===== config.mk =====
export PLATFORM = sky130hd
export DESIGN_NAME = rolled_shifter
export DESIGN_NICKNAME = d
export VERILOG_FILES = /design/src/rtl/shift_pkg.sv /design/src/rtl/shift_step.sv /design/src/rtl/rolled_shifter.sv
export SDC_FILE = /design/constraint.sdc
export NUM_CORES = 1
export LEC_CHECK = 0
export BUFFER_PORTS_ARGS = -buffer_cell sky130_fd_sc_hd__buf_2
export CAP_MARGIN = 10
export CORE_ASPECT_RATIO = 0.8
export CORE_MARGIN = 4
export CORE_UTILIZATION = 39
export DETAILED_ROUTE_END_ITERATION = 16
export HOLD_SLACK_MARGIN = 0.1
export PLACE_DENSITY = 0.74
export RECOVER_POWER = 100
export SYNTH_ARGS = -nofsm -noshare
export SYNTH_HDL_FRONTEND = slang
export SYNTH_HIERARCHICAL = 1
export SYNTH_SLANG_ARGS = --single-unit

===== constraint.sdc =====
create_clock -name i_clk -period 1.3 [get_ports i_clk]
set_input_delay 0.13 -clock i_clk [delete_from_list [all_inputs] [get_ports i_clk]]
set_output_delay 0.13 -clock i_clk [all_outputs]
set_load 0.05 [all_outputs]

===== src/rtl/shift_pkg.sv =====
// Shared types for the rolled shifter: shift modes and controller states.
// Latency: n/a (types only).
// Backpressure: n/a (types only).
package shift_pkg;

  // Encoding matches the 2-bit i_mode port: 0 LSL, 1 LSR, 2 ASR, 3 ROL.
  typedef enum logic [1:0] {
    SH_LSL = 2'd0,
    SH_LSR = 2'd1,
    SH_ASR = 2'd2,
    SH_ROL = 2'd3
  } shift_mode_t;

  typedef enum logic [1:0] {
    ST_IDLE  = 2'd0,
    ST_SHIFT = 2'd1,
    ST_DONE  = 2'd2
  } state_t;

endpackage


===== src/rtl/shift_step.sv =====
// One STEP-bit shift of a WIDTH-bit value in the selected mode.
// Latency: purely combinational.
// Backpressure: none; output follows the inputs.
//
// Ports:
//   value   - operand to shift
//   mode    - LSL / LSR / ASR / ROL
//   shifted - value after one step
module shift_step
  import shift_pkg::*;
#(
  parameter int WIDTH = 8,
  parameter int STEP  = 1
) (
  input  logic [WIDTH-1:0] value,
  input  shift_mode_t      mode,
  output logic [WIDTH-1:0] shifted
);

  logic signed [WIDTH-1:0] value_s;
  assign value_s = value;

  always_comb begin
    shifted = value;
    case (mode)
      SH_LSL: shifted = value << STEP;
      SH_LSR: shifted = value >> STEP;
      SH_ASR: shifted = value_s >>> STEP;
      // Top STEP bits come around to the bottom.
      SH_ROL: shifted = {value[WIDTH-STEP-1:0], value[WIDTH-1:WIDTH-STEP]};
      default: shifted = value;
    endcase
  end

endmodule


===== src/rtl/rolled_shifter.sv =====
// Multi-cycle shift engine: loads an operand, then shifts it STEP bits per clock for N steps.
// Latency: o_done is high in the cycle after edge k+N (N = clamped step count, start accepted at edge k).
// Backpressure: i_start is ignored while busy; it is accepted in IDLE and in the DONE cycle.
//
// Ports:
//   i_clk, i_rst_n - clock, synchronous active-low reset
//   i_a, i_mode, i_steps, i_start - operand, mode, step count, start strobe (sampled together)
//   o_shift - working/result register
//   o_busy  - high while shifting
//   o_done  - one-cycle pulse with the final result on o_shift
module rolled_shifter
  import shift_pkg::*;
#(
  parameter int WIDTH     = 8,
  parameter int STEP      = 1,
  parameter int MAX_STEPS = 8,
  parameter int CNT_W     = $clog2(MAX_STEPS + 1)
) (
  input  logic             i_clk,
  input  logic             i_rst_n,
  input  logic [WIDTH-1:0] i_a,
  input  logic             i_start,
  input  logic [1:0]       i_mode,
  input  logic [CNT_W-1:0] i_steps,
  output logic [WIDTH-1:0] o_shift,
  output logic             o_busy,
  output logic             o_done
);

  state_t           state;
  shift_mode_t      mode_q;
  logic [CNT_W-1:0] count;
  logic [CNT_W-1:0] steps_clamped;
  logic [WIDTH-1:0] step_out;

  // Requests above MAX_STEPS are clamped; the saturation/wrap behaviour of
  // long shifts then falls out of repeated single steps.
  assign steps_clamped = (i_steps > CNT_W'(MAX_STEPS)) ? CNT_W'(MAX_STEPS) : i_steps;

  shift_step #(
    .WIDTH (WIDTH),
    .STEP  (STEP)
  ) u_step (
    .value   (o_shift),
    .mode    (mode_q),
    .shifted (step_out)
  );

  always_ff @(posedge i_clk) begin
    if (!i_rst_n) begin
      state   <= ST_IDLE;
      o_shift <= '0;
      mode_q  <= SH_LSL;
      count   <= '0;
    end else begin
      case (state)
        ST_SHIFT: begin
          o_shift <= step_out;
          if (count != '0) begin
            count <= count - CNT_W'(1);
          end
          if (count <= CNT_W'(1)) begin
            state <= ST_DONE;
          end
        end
        ST_IDLE, ST_DONE: begin
          // DONE accepts a start so back-to-back operations lose no cycle.
          if (i_start) begin
            o_shift <= i_a;
            mode_q  <= shift_mode_t'(i_mode);
            count   <= steps_clamped;
            state   <= (steps_clamped != '0) ? ST_SHIFT : ST_DONE;
          end else begin
            state <= ST_IDLE;
          end
        end
        default: state <= ST_IDLE;
      endcase
    end
  end

  assign o_busy = (state == ST_SHIFT);
  assign o_done = (state == ST_DONE);

endmodule


==> summary by stage <==
STA
The tightest hold path in the finished design has a slack of 0.152 ns. Setup violations remaining at the end of the flow were counted as 10. After layout, the minimum clock period comes to 1.39 ns.

The total negative slack for setup checks is -0.528 ns. The worst pin sits at a relative slew slack of 73.0%. The final clock skew is 0.00992 ns. The number of pins exceeding their max-slew limit in the final report is 0. Setup repair after global routing could not meet its margin everywhere. The transition time of the tightest slew-check pin is 0.404 ns. The maximum frequency from static timing analysis is 718 MHz. The hold violation count in the final report was 0. The post-route clock period utilization is 107%. The worst setup margin is -0.0924 ns.

Drt
The total vias in the final route is 1004. The first-pass iteration count of the detailed router is 4. The wire length per cell after detailed routing is 15.5 microns. The post-detailed-route DRC marker count is 0. The number of nets with antenna violations after routing is 0. The total wire length is 2.92 mm. After detailed routing, the number of vias per cell comes to 5.34.

In this run, the number of DRC markers left after iteration 0 of detailed routing was 37.

Critical path
The arrival time of data at the critical path endpoint is 1.56 ns. For this run, the slowest stage of the critical path takes 0.34 ns. The number of buffers and inverters on the critical path is 1. STA classifies the critical path startpoint as a register. The worst setup path category is register to register. The worst setup path is captured at a register. The kind of cell adding the most delay to the critical path is multiplexers. Traced cell by cell, the critical path runs through buf_8 > xor2_4 > mux2_4 > mux2i_1 > a211oi_1.

The maximum fanout along the worst path is 5. At the worst endpoint, the required time is 1.47 ns. The slowest stage of the critical path is the sky130_fd_sc_hd__dfxtp_2 cell.

Clock network
The number of H-tree levels is 1. TritonCTS created 3 clock buffers. The clock transition at the register clock pins on the worst setup and hold paths after CTS is 0.10 ns. Counting along the longest clock path gives a buffer depth of 2. The clock net in this run drives a total of 16 sinks. The clock reaches the later pin of the worst-skew pair after 0.30 ns. The root buffer cell is sky130_fd_sc_hd__clkbuf_4.

The CTS tree is built.

Yosys
The yosys synthesis warning count is 6. The top cell type by area accounts for 31.9% of the synthesized area. The post-synthesis instance area is 0.00100 sq mm. The post-synthesis async set-or-reset flop share is 0%.

The per-instance average area after synthesis is 9.29 sq um. The sequential element share of the synthesized area is 31.9%. The predominant post-synthesis flop cell is sky130_fd_sc_hd__dfxtp_1. Counting distinct cell types in the post-synthesis netlist gives 34. The synthesized flop and latch total is 16. The synthesized design spends more area on one cell type than any other, namely sky130_fd_sc_hd__dfxtp_1. When the netlist entered floorplanning its net count stood at 128. Ranked by total cell area, the synthesized netlist is headed by sky130_fd_sc_hd__dfxtp_1 32%, sky130_fd_sc_hd__mux2i_1 10%, sky130_fd_sc_hd__a211oi_1 6.0%. The synthesized instance count is 108. Counting flops with a built-in enable in the synthesized netlist gives 0.

Power and ir drop
The total leakage power is 0.646 nW. The total power per unit cell area is 1160 mW/mm^2. The worst supply voltage drop on vdd is 0.386 mV.

Floorplan
The floorplan step defined a die boundary enclosing 0.00345 sq mm. The number of primary I/O pins is 27. The die span in y is 53.4 microns. The placeable core area is 0.00244 sq mm.

After floorplanning, the core was divided into 16 placement rows. The floorplan step set the die width to 64.7 microns. The initial core utilization is 41.1%.

Place
Once placement finished, the instance area stood at 0.00126 sq mm. Summed over all nets, the half-perimeter wirelength after detailed placement is 1.86 mm. The count of buffers from port buffering is 26. At the end of routability-driven placement, the weighted congestion stood at 0.816.

The number of placed instances, taps included, is 177.

Cells and area
The area of all placed cells without fillers is 0.00148 sq mm. The post-route netlist has 53.3% of its cells at a drive strength greater than 1. The area growth from synthesis to layout is 47.5%. The count of nets after finishing is 173. Cells fill 60.6% of the core in the end.

The top cell types in the final layout, fill and taps aside, are 16 x sky130_fd_sc_hd__buf_2, 15 x sky130_fd_sc_hd__buf_4, 10 x sky130_fd_sc_hd__mux2i_1. The library cell used most frequently in the layout, excluding fill and tap cells, is sky130_fd_sc_hd__buf_2. For this run, the number of standard cells in the final layout without fillers is 188. 0 antenna diodes ended up in the layout.

Run status
The flow ran to the end, but the final reports show violations. The checks that failed: setup timing.

Job
Max-cap violations in this run came to 0.

Global routing
The global route total overflow is 0. The largest net degree at the start of global routing is 13. The initial antenna violation count is 0. The wire length of the first global-routing pass is 4.13 mm. The overall global routing resource usage is 15.6%. The via count of the first global-routing pass is 916.

Min path
The kind of path behind the tightest hold check is input port to register.
-- final timing paths --
path	start	slack, ns	end	depth (start not counted)
worst max register to register	mode_q[0]	-0.09	o_shift[4]	5
worst min-delay path	i_rst_n	0.15	count[1]	2
worst min register to register	count[2]	0.54	count[2]	2
worst max-delay path	mode_q[0]	-0.09	o_shift[4]	5
-- sequential cells by signal, summed over array words and instances, names as in the netlist --
signal and flops:
o_shift 8, count 4, mode_q 2, state 2
-- metal layers --
layer / vias up / global-route usage (%) / wire length, microns
met2: 23 / 25.5 / 1450
met4: 0 / 4.56 / 63
met5: - / 0 / 0
met1: 481 / 19.9 / 1290
li1: 489 / - / -
met3: 11 / 4.67 / 105
-- Yosys cell counts (all sizes together), types with 3 or more instances --
cell,number
a21oi,4
clkbuf,4
nor3,8
inv,4
a211oi,8
mux2,7
dfxtp,16
mux2i,10
nand2,9
buf,4
nor2,3
ha,3
nor3b,3
nor2b,3
-- cell families after synthesis --
| logic type | count (synthesis) | synth area share [%] |
|---|---|---|
| and+or+nand+nor | 32 | 16.6 |
| AOI/OAI and AO/OA | 25 | 19.0 |
| muxes | 17 | 18.2 |
| DFF | 16 | 31.9 |
| buffers and inverters | 12 | 6.48 |
| xor gates and xnor gates | 3 | 4.12 |
| adders and majority gates | 3 | 3.74 |
-- layout make-up --
| cell class | count | area, sq um |
|---|---|---|
| Multi-Input combinational cell | 80 | 713 |
| Tap cell | 36 | 45.0 |
| Sequential cell | 16 | 334 |
| Inverter | 4 | 22.5 |
| Clock buffer | 4 | 36.3 |
| Timing Repair Buffer | 48 | 329 |
| Fill cell | 207 | 962 |
-- through the flow --
stage | power (mW) | worst slack (ns)
2_1_floorplan | 1.06 | 0.00168
3_3_place_gp | 1.23 | -0.0975
3_5_place_dp | 1.25 | -0.167
4_1_cts | 1.63 | -0.0796
5_1_grt | 1.82 | -0.126
6_report | 1.72 | -0.0924
-- timing repair --
| action | in CTS | in global routing |
|---|---|---|
| endpoints found under the hold margin | 2 | 0 |
| pin swaps | 6 | 7 |
| setup endpoints to repair | 13 | 16 |
| hold buffers | 2 | 0 |
| gates cloned | 0 | 0 |
| gates resized for setup | 15 | 17 |
| buffers inserted | 1 | 4 |
-- where the power goes --
group          switching [mW]  internal, mW  total (mW)
clock                   0.171         0.171       0.342
combinational           0.417         0.348       0.764
sequential             0.0619         0.552       0.614
total                   0.650          1.07        1.72
(Power assumes the default switching activity.)
